==> config.mk <==
export PLATFORM = sky130hd
export DESIGN_NAME = controller_flat
export DESIGN_NICKNAME = d
export VERILOG_FILES = /design/src/rtl/controller_if.sv /design/src/rtl/controller.sv /design/src/flat_wrapper.sv
export SDC_FILE = /design/constraint.sdc
export NUM_CORES = 1
export LEC_CHECK = 0
export BUFFER_PORTS_ARGS = -buffer_cell sky130_fd_sc_hd__buf_2
export CAP_MARGIN = 15
export CORE_MARGIN = 3
export CORE_UTILIZATION = 56
export CTS_BUF_LIST = sky130_fd_sc_hd__clkbuf_4 sky130_fd_sc_hd__clkbuf_8
export DETAILED_ROUTE_END_ITERATION = 8
export GPL_TIMING_DRIVEN = 0
export PLACE_DENSITY = 0.95
export SYNTH_ARGS = -nofsm -noshare
export SYNTH_HDL_FRONTEND = slang
export SYNTH_SLANG_ARGS = --single-unit
==> constraint.sdc <==
create_clock -name clock_i -period 4.7 [get_ports clock_i]
set_input_delay 0.47 -clock clock_i [delete_from_list [all_inputs] [get_ports clock_i]]
set_output_delay 0.47 -clock clock_i [all_outputs]
set_load 0.02 [all_outputs]
==> src/rtl/controller_if.sv <==
// Controller <-> instruction memory / accumulator datapath bundle.
// master = controller side, slave = memory/datapath side.
interface controller_if #(
  parameter int DATA_WIDTH    = 16,
  parameter int OPERAND_WIDTH = 11,
  parameter int ADDRROM_WIDTH = 10,
  parameter int SEL_OPERATION = 3,
  parameter int SEL_WIDTH     = 2
);
  logic [DATA_WIDTH-1:0]    im_data_i;
  logic                     n_i;
  logic                     z_i;
  logic [ADDRROM_WIDTH-1:0] ext2pc_i;
  logic [ADDRROM_WIDTH-1:0] im_addr_o;
  logic [SEL_WIDTH-1:0]     selA_o;
  logic                     selB_o;
  logic                     wrAccA_o;
  logic [SEL_OPERATION-1:0] op_o;
  logic [OPERAND_WIDTH-1:0] operand_o;
  logic                     dm_wr_o;
  logic                     halt_o;

  modport master (
    input  im_data_i, n_i, z_i, ext2pc_i,
    output im_addr_o, selA_o, selB_o, wrAccA_o, op_o, operand_o, dm_wr_o, halt_o
  );

  modport slave (
    output im_data_i, n_i, z_i, ext2pc_i,
    input  im_addr_o, selA_o, selB_o, wrAccA_o, op_o, operand_o, dm_wr_o, halt_o
  );
endinterface

==> src/rtl/controller.sv <==
// Instruction sequencer for the accumulator datapath: owns PC and IR, fetches
// from a 1-cycle synchronous instruction memory and decodes into datapath controls.
//
// state | meaning
// FETCH | im_addr_o = PC presented to instruction memory
// LATCH | instruction word arrives; IR captured, PC incremented
// EXEC  | decoded controls driven; jumps/branches redirect PC
// WB    | data-memory read returns; accumulator written (LD, ALU-memory ops)
// HALT  | sticky until reset; no writes, PC frozen
module controller #(
  parameter int DATA_WIDTH    = 16,
  parameter int OPERAND_WIDTH = 11,
  parameter int ADDRROM_WIDTH = 10,
  parameter int SEL_OPERATION = 3,
  parameter int SEL_WIDTH     = 2
) (
  input  logic          clock_i,
  input  logic          nreset_i,
  controller_if.master  bus
);

  localparam int OPC_WIDTH = DATA_WIDTH - OPERAND_WIDTH;

  localparam logic [OPC_WIDTH-1:0] OPC_HLT  = 5'b00001;
  localparam logic [OPC_WIDTH-1:0] OPC_STO  = 5'b00010;
  localparam logic [OPC_WIDTH-1:0] OPC_LD   = 5'b00011;
  localparam logic [OPC_WIDTH-1:0] OPC_LDI  = 5'b00100;
  localparam logic [OPC_WIDTH-1:0] OPC_ADD  = 5'b00101;
  localparam logic [OPC_WIDTH-1:0] OPC_ADDI = 5'b00110;
  localparam logic [OPC_WIDTH-1:0] OPC_SUB  = 5'b00111;
  localparam logic [OPC_WIDTH-1:0] OPC_SUBI = 5'b01000;
  localparam logic [OPC_WIDTH-1:0] OPC_AND  = 5'b01001;
  localparam logic [OPC_WIDTH-1:0] OPC_ANDI = 5'b01010;
  localparam logic [OPC_WIDTH-1:0] OPC_OR   = 5'b01011;
  localparam logic [OPC_WIDTH-1:0] OPC_ORI  = 5'b01100;
  localparam logic [OPC_WIDTH-1:0] OPC_XOR  = 5'b01101;
  localparam logic [OPC_WIDTH-1:0] OPC_XORI = 5'b01110;
  localparam logic [OPC_WIDTH-1:0] OPC_JMP  = 5'b01111;
  localparam logic [OPC_WIDTH-1:0] OPC_BEQ  = 5'b10000;
  localparam logic [OPC_WIDTH-1:0] OPC_BNE  = 5'b10001;
  localparam logic [OPC_WIDTH-1:0] OPC_BLT  = 5'b10010;
  localparam logic [OPC_WIDTH-1:0] OPC_BGE  = 5'b10011;
  localparam logic [OPC_WIDTH-1:0] OPC_BGT  = 5'b10100;
  localparam logic [OPC_WIDTH-1:0] OPC_BLE  = 5'b10101;

  localparam logic [SEL_OPERATION-1:0] ALU_ADD = 3'b000;
  localparam logic [SEL_OPERATION-1:0] ALU_SUB = 3'b001;
  localparam logic [SEL_OPERATION-1:0] ALU_AND = 3'b010;
  localparam logic [SEL_OPERATION-1:0] ALU_OR  = 3'b011;
  localparam logic [SEL_OPERATION-1:0] ALU_XOR = 3'b100;

  localparam logic [SEL_WIDTH-1:0] SEL_MEM  = 2'b00;
  localparam logic [SEL_WIDTH-1:0] SEL_OPND = 2'b01;
  localparam logic [SEL_WIDTH-1:0] SEL_ALU  = 2'b10;

  typedef enum logic [2:0] {
    S_FETCH = 3'd0,
    S_LATCH = 3'd1,
    S_EXEC  = 3'd2,
    S_WB    = 3'd3,
    S_HALT  = 3'd4
  } state_t;

  state_t                   state_q, state_d;
  logic [ADDRROM_WIDTH-1:0] pc_q, pc_d;
  logic [DATA_WIDTH-1:0]    ir_q, ir_d;

  logic [OPC_WIDTH-1:0]     opc;
  logic [SEL_OPERATION-1:0] alu_op;
  logic                     alu_mem, alu_imm;
  logic                     is_ld, is_ldi, is_sto, is_hlt, is_jmp, br_taken;
  logic                     mem_rd;

  logic [SEL_WIDTH-1:0]     sel_a;
  logic                     sel_b;
  logic [SEL_OPERATION-1:0] op_sel;
  logic                     wr_acc;
  logic                     dm_wr;

  assign opc    = ir_q[DATA_WIDTH-1:OPERAND_WIDTH];
  assign mem_rd = is_ld | alu_mem;

  // Instruction decode is purely a function of IR (plus flags for branches),
  // so it stays stable through EXEC and WB.
  always_comb begin
    alu_op   = ALU_ADD;
    alu_mem  = 1'b0;
    alu_imm  = 1'b0;
    is_ld    = 1'b0;
    is_ldi   = 1'b0;
    is_sto   = 1'b0;
    is_hlt   = 1'b0;
    is_jmp   = 1'b0;
    br_taken = 1'b0;
    case (opc)
      OPC_HLT:  is_hlt = 1'b1;
      OPC_STO:  is_sto = 1'b1;
      OPC_LD:   is_ld  = 1'b1;
      OPC_LDI:  is_ldi = 1'b1;
      OPC_ADD:  begin alu_mem = 1'b1; alu_op = ALU_ADD; end
      OPC_ADDI: begin alu_imm = 1'b1; alu_op = ALU_ADD; end
      OPC_SUB:  begin alu_mem = 1'b1; alu_op = ALU_SUB; end
      OPC_SUBI: begin alu_imm = 1'b1; alu_op = ALU_SUB; end
      OPC_AND:  begin alu_mem = 1'b1; alu_op = ALU_AND; end
      OPC_ANDI: begin alu_imm = 1'b1; alu_op = ALU_AND; end
      OPC_OR:   begin alu_mem = 1'b1; alu_op = ALU_OR;  end
      OPC_ORI:  begin alu_imm = 1'b1; alu_op = ALU_OR;  end
      OPC_XOR:  begin alu_mem = 1'b1; alu_op = ALU_XOR; end
      OPC_XORI: begin alu_imm = 1'b1; alu_op = ALU_XOR; end
      OPC_JMP:  is_jmp = 1'b1;
      OPC_BEQ:  br_taken = bus.z_i;
      OPC_BNE:  br_taken = ~bus.z_i;
      OPC_BLT:  br_taken = bus.n_i;
      OPC_BGE:  br_taken = ~bus.n_i;
      OPC_BGT:  br_taken = ~bus.n_i & ~bus.z_i;
      OPC_BLE:  br_taken = bus.n_i | bus.z_i;
      default:  ;
    endcase
  end

  always_ff @(posedge clock_i or negedge nreset_i) begin
    if (!nreset_i) begin
      state_q <= S_FETCH;
      pc_q    <= '0;
      ir_q    <= '0;
    end else begin
      state_q <= state_d;
      pc_q    <= pc_d;
      ir_q    <= ir_d;
    end
  end

  always_comb begin
    state_d = state_q;
    pc_d    = pc_q;
    ir_d    = ir_q;
    sel_a   = SEL_MEM;
    sel_b   = 1'b0;
    op_sel  = ALU_ADD;
    wr_acc  = 1'b0;
    dm_wr   = 1'b0;
    case (state_q)
      S_FETCH: state_d = S_LATCH;
      S_LATCH: begin
        ir_d    = bus.im_data_i;
        pc_d    = pc_q + ADDRROM_WIDTH'(1);
        state_d = S_EXEC;
      end
      S_EXEC: begin
        if (is_ldi) begin
          sel_a  = SEL_OPND;
          wr_acc = 1'b1;
        end
        if (alu_imm) begin
          sel_a  = SEL_ALU;
          sel_b  = 1'b1;
          op_sel = alu_op;
          wr_acc = 1'b1;
        end
        dm_wr = is_sto;
        if (is_jmp || br_taken) pc_d = bus.ext2pc_i;
        if (is_hlt)      state_d = S_HALT;
        else if (mem_rd) state_d = S_WB;
        else             state_d = S_FETCH;
      end
      S_WB: begin
        // data-memory read issued during EXEC is valid now
        wr_acc = 1'b1;
        if (alu_mem) begin
          sel_a  = SEL_ALU;
          op_sel = alu_op;
        end
        state_d = S_FETCH;
      end
      S_HALT:  state_d = S_HALT;
      default: state_d = S_FETCH;
    endcase
  end

  assign bus.im_addr_o = pc_q;
  assign bus.operand_o = ir_q[OPERAND_WIDTH-1:0];
  assign bus.selA_o    = sel_a;
  assign bus.selB_o    = sel_b;
  assign bus.op_o      = op_sel;
  assign bus.wrAccA_o  = wr_acc;
  assign bus.dm_wr_o   = dm_wr;
  assign bus.halt_o    = (state_q == S_HALT);

endmodule

==> src/flat_wrapper.sv <==
// flat-port wrapper written by rule: the top's interface ports become plain ports
module controller_flat 
#(
  parameter int DATA_WIDTH    = 16,
  parameter int OPERAND_WIDTH = 11,
  parameter int ADDRROM_WIDTH = 10,
  parameter int SEL_OPERATION = 3,
  parameter int SEL_WIDTH     = 2
)
  (clock_i, nreset_i, bus_im_data_i, bus_n_i, bus_z_i, bus_ext2pc_i, bus_im_addr_o, bus_selA_o, bus_selB_o, bus_wrAccA_o, bus_op_o, bus_operand_o, bus_dm_wr_o, bus_halt_o);
  controller_if #(.DATA_WIDTH(DATA_WIDTH), .OPERAND_WIDTH(OPERAND_WIDTH), .ADDRROM_WIDTH(ADDRROM_WIDTH), .SEL_OPERATION(SEL_OPERATION), .SEL_WIDTH(SEL_WIDTH)) bus_i ();
  input  logic clock_i;
  input  logic nreset_i;
  input wire logic [$bits(bus_i.im_data_i)-1:0] bus_im_data_i;
  input wire logic [$bits(bus_i.n_i)-1:0] bus_n_i;
  input wire logic [$bits(bus_i.z_i)-1:0] bus_z_i;
  input wire logic [$bits(bus_i.ext2pc_i)-1:0] bus_ext2pc_i;
  output wire logic [$bits(bus_i.im_addr_o)-1:0] bus_im_addr_o;
  output wire logic [$bits(bus_i.selA_o)-1:0] bus_selA_o;
  output wire logic [$bits(bus_i.selB_o)-1:0] bus_selB_o;
  output wire logic [$bits(bus_i.wrAccA_o)-1:0] bus_wrAccA_o;
  output wire logic [$bits(bus_i.op_o)-1:0] bus_op_o;
  output wire logic [$bits(bus_i.operand_o)-1:0] bus_operand_o;
  output wire logic [$bits(bus_i.dm_wr_o)-1:0] bus_dm_wr_o;
  output wire logic [$bits(bus_i.halt_o)-1:0] bus_halt_o;
  assign bus_i.im_data_i = bus_im_data_i;
  assign bus_i.n_i = bus_n_i;
  assign bus_i.z_i = bus_z_i;
  assign bus_i.ext2pc_i = bus_ext2pc_i;
  assign bus_im_addr_o = bus_i.im_addr_o;
  assign bus_selA_o = bus_i.selA_o;
  assign bus_selB_o = bus_i.selB_o;
  assign bus_wrAccA_o = bus_i.wrAccA_o;
  assign bus_op_o = bus_i.op_o;
  assign bus_operand_o = bus_i.operand_o;
  assign bus_dm_wr_o = bus_i.dm_wr_o;
  assign bus_halt_o = bus_i.halt_o;
  controller #(.DATA_WIDTH(DATA_WIDTH), .OPERAND_WIDTH(OPERAND_WIDTH), .ADDRROM_WIDTH(ADDRROM_WIDTH), .SEL_OPERATION(SEL_OPERATION), .SEL_WIDTH(SEL_WIDTH)) u_core (.clock_i(clock_i), .nreset_i(nreset_i), .bus(bus_i));
endmodule
## Word level (Yosys, flattened, before mapping)

Index checks and enable logic that the tools add are counted.
W data, S select, Z words.

| word-level totals | value |
|---|---|
| bits in latches | 0 |
| output and inout port bits | 30 |
| register bits | 29 |
| ROM bits | 0 |
| memories | 0 |
| RAM bits | 0 |

| cells by class | value |
|---|---|
| order comparisons | 0 |
| mux-type cells | 27 |
| div/mod/pow operators | 0 |
| multiply operators | 0 |
| shift operators | 0 |
| $add $sub $neg | 1 |
| bitwise logic cells | 5 |
| reduce and logical (&&, ||, !) cells | 10 |
| equal/unequal tests | 26 |

Operators with widths:

| operator | number |
|---|---|
| $eq A5 B4 Y1 const B | 8 |
| $eq A5 B5 Y1 const B | 6 |
| $pmux W3 S4 | 2 |
| $eq A5 B3 Y1 const B | 4 |
| $pmux W10 S2 | 1 |
| $mux W1 | 13 |
| $add A10 B1 Y10 const B | 1 |
| $eq A5 B2 Y1 const B | 2 |
| $mux W10 | 1 |
| $reduce_or A5 Y1 | 2 |
| $mux W3 | 3 |
| $reduce_or A2 Y1 | 4 |
| $eq A3 B2 Y1 const B | 2 |
| $mux W2 | 3 |
| $pmux W1 S6 | 1 |
| $pmux W3 S2 | 1 |
| $eq A5 B1 Y1 const B | 1 |
| $pmux W2 S2 | 1 |
| $eq A3 B1 Y1 const B | 1 |
| $eq A3 B3 Y1 const B | 1 |
| $logic_not A3 Y1 | 1 |
| $ne A2 B1 Y1 const B | 1 |
| $not A1 Y1 | 2 |
| $or A1 B1 Y1 | 2 |
| 5 further kinds | 5 |

## Logic depth before layout (Yosys ltp)

| depth | value |
|---|---|
| word-level depth | 7 |
| gate-level depth with buffers | 7 |
| gate-level depth less buffers | 6 |

## Worst setup path after synthesis

OpenSTA, ideal clock, no wires.

| timing path | value |
|---|---|
| path type | register to output |
| start | reg u_core.ir_q[12] |
| end | out bus_op_o[0] |
| data required time | 4.230 ns |
| cell stages (with the launch flop) | 7 |
| arrival time | 1.846 ns |
| path buffers | 1 |
| slack | 2.384 ns |
| path through | dfrtp_1 -> buf_2 -> nor2_1 -> nor3_1 -> a31oi_1 -> nor4_2 -> a21boi_0 |

| on the way | value |
|---|---|
| word-level cells in the longest chain between the ends | 5 |

Ends and longest elaborated chain:

| element | RTL line | source |
|---|---|---|
| start: declaration | controller.sv:66 | `logic [DATA_WIDTH-1:0] ir_q, ir_d;` |
| start signal: assignment | controller.sv:129 | `ir_q <= ir_d;` |
| $eq A5 B4 Y1 / $eq A5 B3 Y1 (equally long branches) | controller.sv:95 | `case (opc)` |
| $reduce_or A2 Y1 (no source line) / $reduce_or A5 Y1 (equally long branches) | n/a |  |
| $pmux W3 S4 / $mux W1 (equally long branches) | controller.sv:95 |  |
| $mux W3 (on tied branches) | controller.sv:169, controller.sv:154 |  |
| $pmux W3 S2 * | controller.sv:142 | `case (state_q)` |
| end: declaration | flat_wrapper.sv:22 | `output wire logic [$bits(bus_i.op_o)-1:0] bus_op_o;` |

Every way passes the cells marked *; elsewhere a longest branch is shown, timed or not.

## Final worst setup path

| timing path | value |
|---|---|
| start | reg u_core.state_q[2] |
| end | out bus_selA_o[0] |

| on the way | value |
|---|---|
| word-level cells in the longest chain between the ends | 2 |

Ends and longest elaborated chain:

| element | RTL line | source |
|---|---|---|
| start: declaration | controller.sv:64 | `state_t state_q, state_d;` |
| start signal: assignment | controller.sv:127 | `state_q <= state_d;` |
| $eq A3 B2 Y1 | controller.sv:142 |  |
| $pmux W2 S2 * | controller.sv:142 |  |
| end: declaration | flat_wrapper.sv:19 | `output wire logic [$bits(bus_i.selA_o)-1:0] bus_selA_o;` |

Marked as above.

==> metrics.txt <==
register bit total from synthesis=29; met1 Usage GRT=0.306; Post-Syn Nets=234; Reg clk slew, reported paths=90 ps; worst hold margin=155 ps; largest net degree at the start of global routing=30; Power Density=742 nW/um^2; Die Y=62.2 microns; top cells by area, synth=dfrtp_1 (41%), nand2_1 (13%), buf_4 (4.7%); core area=2880 sq um; Initial DRT Pass Iterations=4; final wirelength=4.22 mm; top-count cell post-synth=nand2_1; Via Count=1729; yosys warns=0; worst slew pin tran=638 ps; slew margin rel.=0.575; most common flop cell mapped by yosys=dfrtp_1; Fillers=226; post-CTS setup repair buffer count=0; WP depth=7; post-DP HPWL=3.08 mm; Placer Congestion=0.835; Setup TNS=0 ps; Pint=0.000828 W; DRC=0; H-tree Lvls=2; Net Sw Power=0.000783 W; Initial Util=0.615; Post-synth top cells=nand2_1 (60), dfrtp_1 (29), buf_4 (11), nor2_1 (10), a21oi_1 (9); Post-Syn Area=1770 sq um; TritonCTS Buffers=5; CP most frequent cell=buf_2; CP max stage cell=dfrtp_1; global-route wire length before repair=7.31 mm; Buf/Inv on CP=3; Post-synth EDFFs=0; drt wl/cell=13.5 microns; Skew-Pair Late Insertion Delay=320 ps; setup violators final=0; synthesis-to-finish area growth=22.8%; run status=finished clean; CP required=4230 ps; Mapped Cells=203; Tcrit/Tclk final=0.560; Port Buffer Count=59; DR vias/cell=5.54; CTS tree=built; Max stage delay on crit path=450 ps; CP max FO=10; Hold Fails Final Rpt=0; buffers from clock root to sink, at most=2; Area after DPL=2120 sq um; Final #Nets=300; Max Freq=0.380 GHz; Syn Area/Cell=8.72 sq um; type of the most critical hold path=input port to async pin; minimum clock period after layout=2630 ps; die area=3870 sq um; number of global-route vias before repair=1572; Seq/Total Area, Yosys=0.410; share of cells above drive strength 1=0.367; initial antenna violation count=0; CTS resizes=0; GR Layer Usage met2=0.356; hold buffer count at CTS=0; Gate power share=0.605; endpoint type of the worst setup path=primary output; CTS Root Buffer Type=clkbuf_4; share of the synthesized area in the top cell type=0.410; Lkg Pwr=1.12 nW; Iter 0 DRT Violations=119; Seq. cell area=726 sq um; crit path DAT=2160 ps; library cells used by synthesis=54; total track usage=0.233; grt ovf=0; final instance area=2170 sq um; met3 Use GR=0.0793; CP Cell Sequence=nand2b_1 > or2_1 > clkbuf_1 > buf_2 > nor3_1 > and3_1 > buf_2; CP top delay family=simple AND/OR/NAND/NOR gates; diode count=0; Max Cap Viol=0; max-slew violations=0; Clk pwr share=0.092; maximum VDD drop=0.446 mV; skew final=3.02 ps; cells on worst reg2reg path=7; element type at the critical path start=register; I/O pins=60; ys async rst share=1.00; multi-input logic area=891 sq um; Die W=62.2 microns; largest area contributor in the netlist=dfrtp_1; Worst Setup Path Type=register to primary output; gr busiest metal=met2; Site Rows=19; CTS sink cnt=29; Sw Share=0.486; unrepaired setup endpoints after global routing=no; Routed Antenna Nets=0; sequential group share of total power=0.302
[worst paths after layout]
path | endpoint | slack, ps | from
worst max-delay path | bus_selA_o[0] | 2070 | u_core.state_q[2]
worst min-delay path | u_core.ir_q[0] | 160 | nreset_i
worst max register to register | u_core.state_q[0] | 2870 | u_core.state_q[2]
worst min register to register | u_core.ir_q[0] | 480 | u_core.ir_q[0]
max in group asynchronous | u_core.bus.im_addr_o[2] | 4130 | nreset_i
min in group clock_i | u_core.ir_q[8] | 330 | bus_im_data_i[8]
[cell usage in the layout, fill, tap and decap left out, drive strengths merged, types with 2 or more instances in the layout]
cell type | Yosys | routed
buf | 20 | 79
nand2 | 60 | 60
dfrtp | 29 | 29
nor2 | 10 | 10
clkbuf | 4 | 10
a21oi | 9 | 9
nand3 | 6 | 6
nor3 | 5 | 5
o21ai | 5 | 5
and3 | 4 | 4
o2bb2a | 4 | 4
nand4 | 3 | 3
a2bb2oi | 3 | 3
o21bai | 2 | 2
xor2 | 2 | 2
a31oi | 2 | 2
and4 | 2 | 2
o21a | 2 | 2
o22ai | 2 | 2
clkinv | 0 | 2
nor3b | 2 | 2
nor4 | 2 | 2
a22oi | 2 | 2
[area by class of cell]
type,instances,area share
tap,42,0.0242
sequential,29,0.334
timing repair buffer,59,0.136
inverter,1,0.00173
clock inverter,2,0.00461
buffer,24,0.0685
multi-input combinational,149,0.410
clock buffer,6,0.0207
[registers in the layout, summed over array words and instances (netlist names)]
signal / flops
u_core.state_q: 3
u_core.bus.im_addr_o: 10
u_core.ir_q: 16
[routing by layer]
| layer | part of all wire | wire (microns) | up-vias |
|---|---|---|---|
| met2 | 0.49 | 2080 | 72 |
| met4 | 0.021 | 88 | 0 |
| met1 | 0.41 | 1720 | 812 |
| met5 | 0 | 0 | - |
| met3 | 0.079 | 334 | 12 |
| li1 | - | - | 833 |
[worst register-to-register path: stages (launching register included)]
cell and delay, ps:
dfrtp_1 450, nand2b_1 250, or2_1 240, clkbuf_1 160, buf_2 220, nor2_1 160
nand4_1 150, o31ai_1 100
[through the flow]
step / setup slack, ps / utilization / std cells / total power (W)
after CTS: 2060 / 0.755 / 312 / 0.00161
after global routing: 1870 / 0.755 / 312 / 0.00175
after detailed placement: 2430 / 0.736 / 304 / 0.00146
after floorplan: 2380 / - / 203 / 0.00120
after global placement: 2450 / 0.736 / 304 / 0.00142
final: 2070 / 0.755 / 312 / 0.00161
[cell families after synthesis]
| kind of cell | count (synthesis) | synth area share |
|---|---|---|
| simple gates | 103 | 0.292 |
| compound gates | 40 | 0.178 |
| flops | 29 | 0.410 |
| buf+inv | 25 | 0.0863 |
| xor+xnor | 3 | 0.0149 |
| mux | 2 | 0.0120 |
| fa+ha+maj | 1 | 0.00707 |
[power by group through the flow]
stage | sequential [W] | clock [W] | combinational [W]
after floorplan | 0.000517 | 0 | 0.000680
after global placement | 0.000481 | 0 | 0.000936
after detailed placement | 0.000487 | 0 | 0.000968
after CTS | 0.000484 | 0.000151 | 0.000975
after global routing | 0.000508 | 0.000164 | 0.00108
final | 0.000487 | 0.000149 | 0.000975
Power figures use the tool's default switching activity.
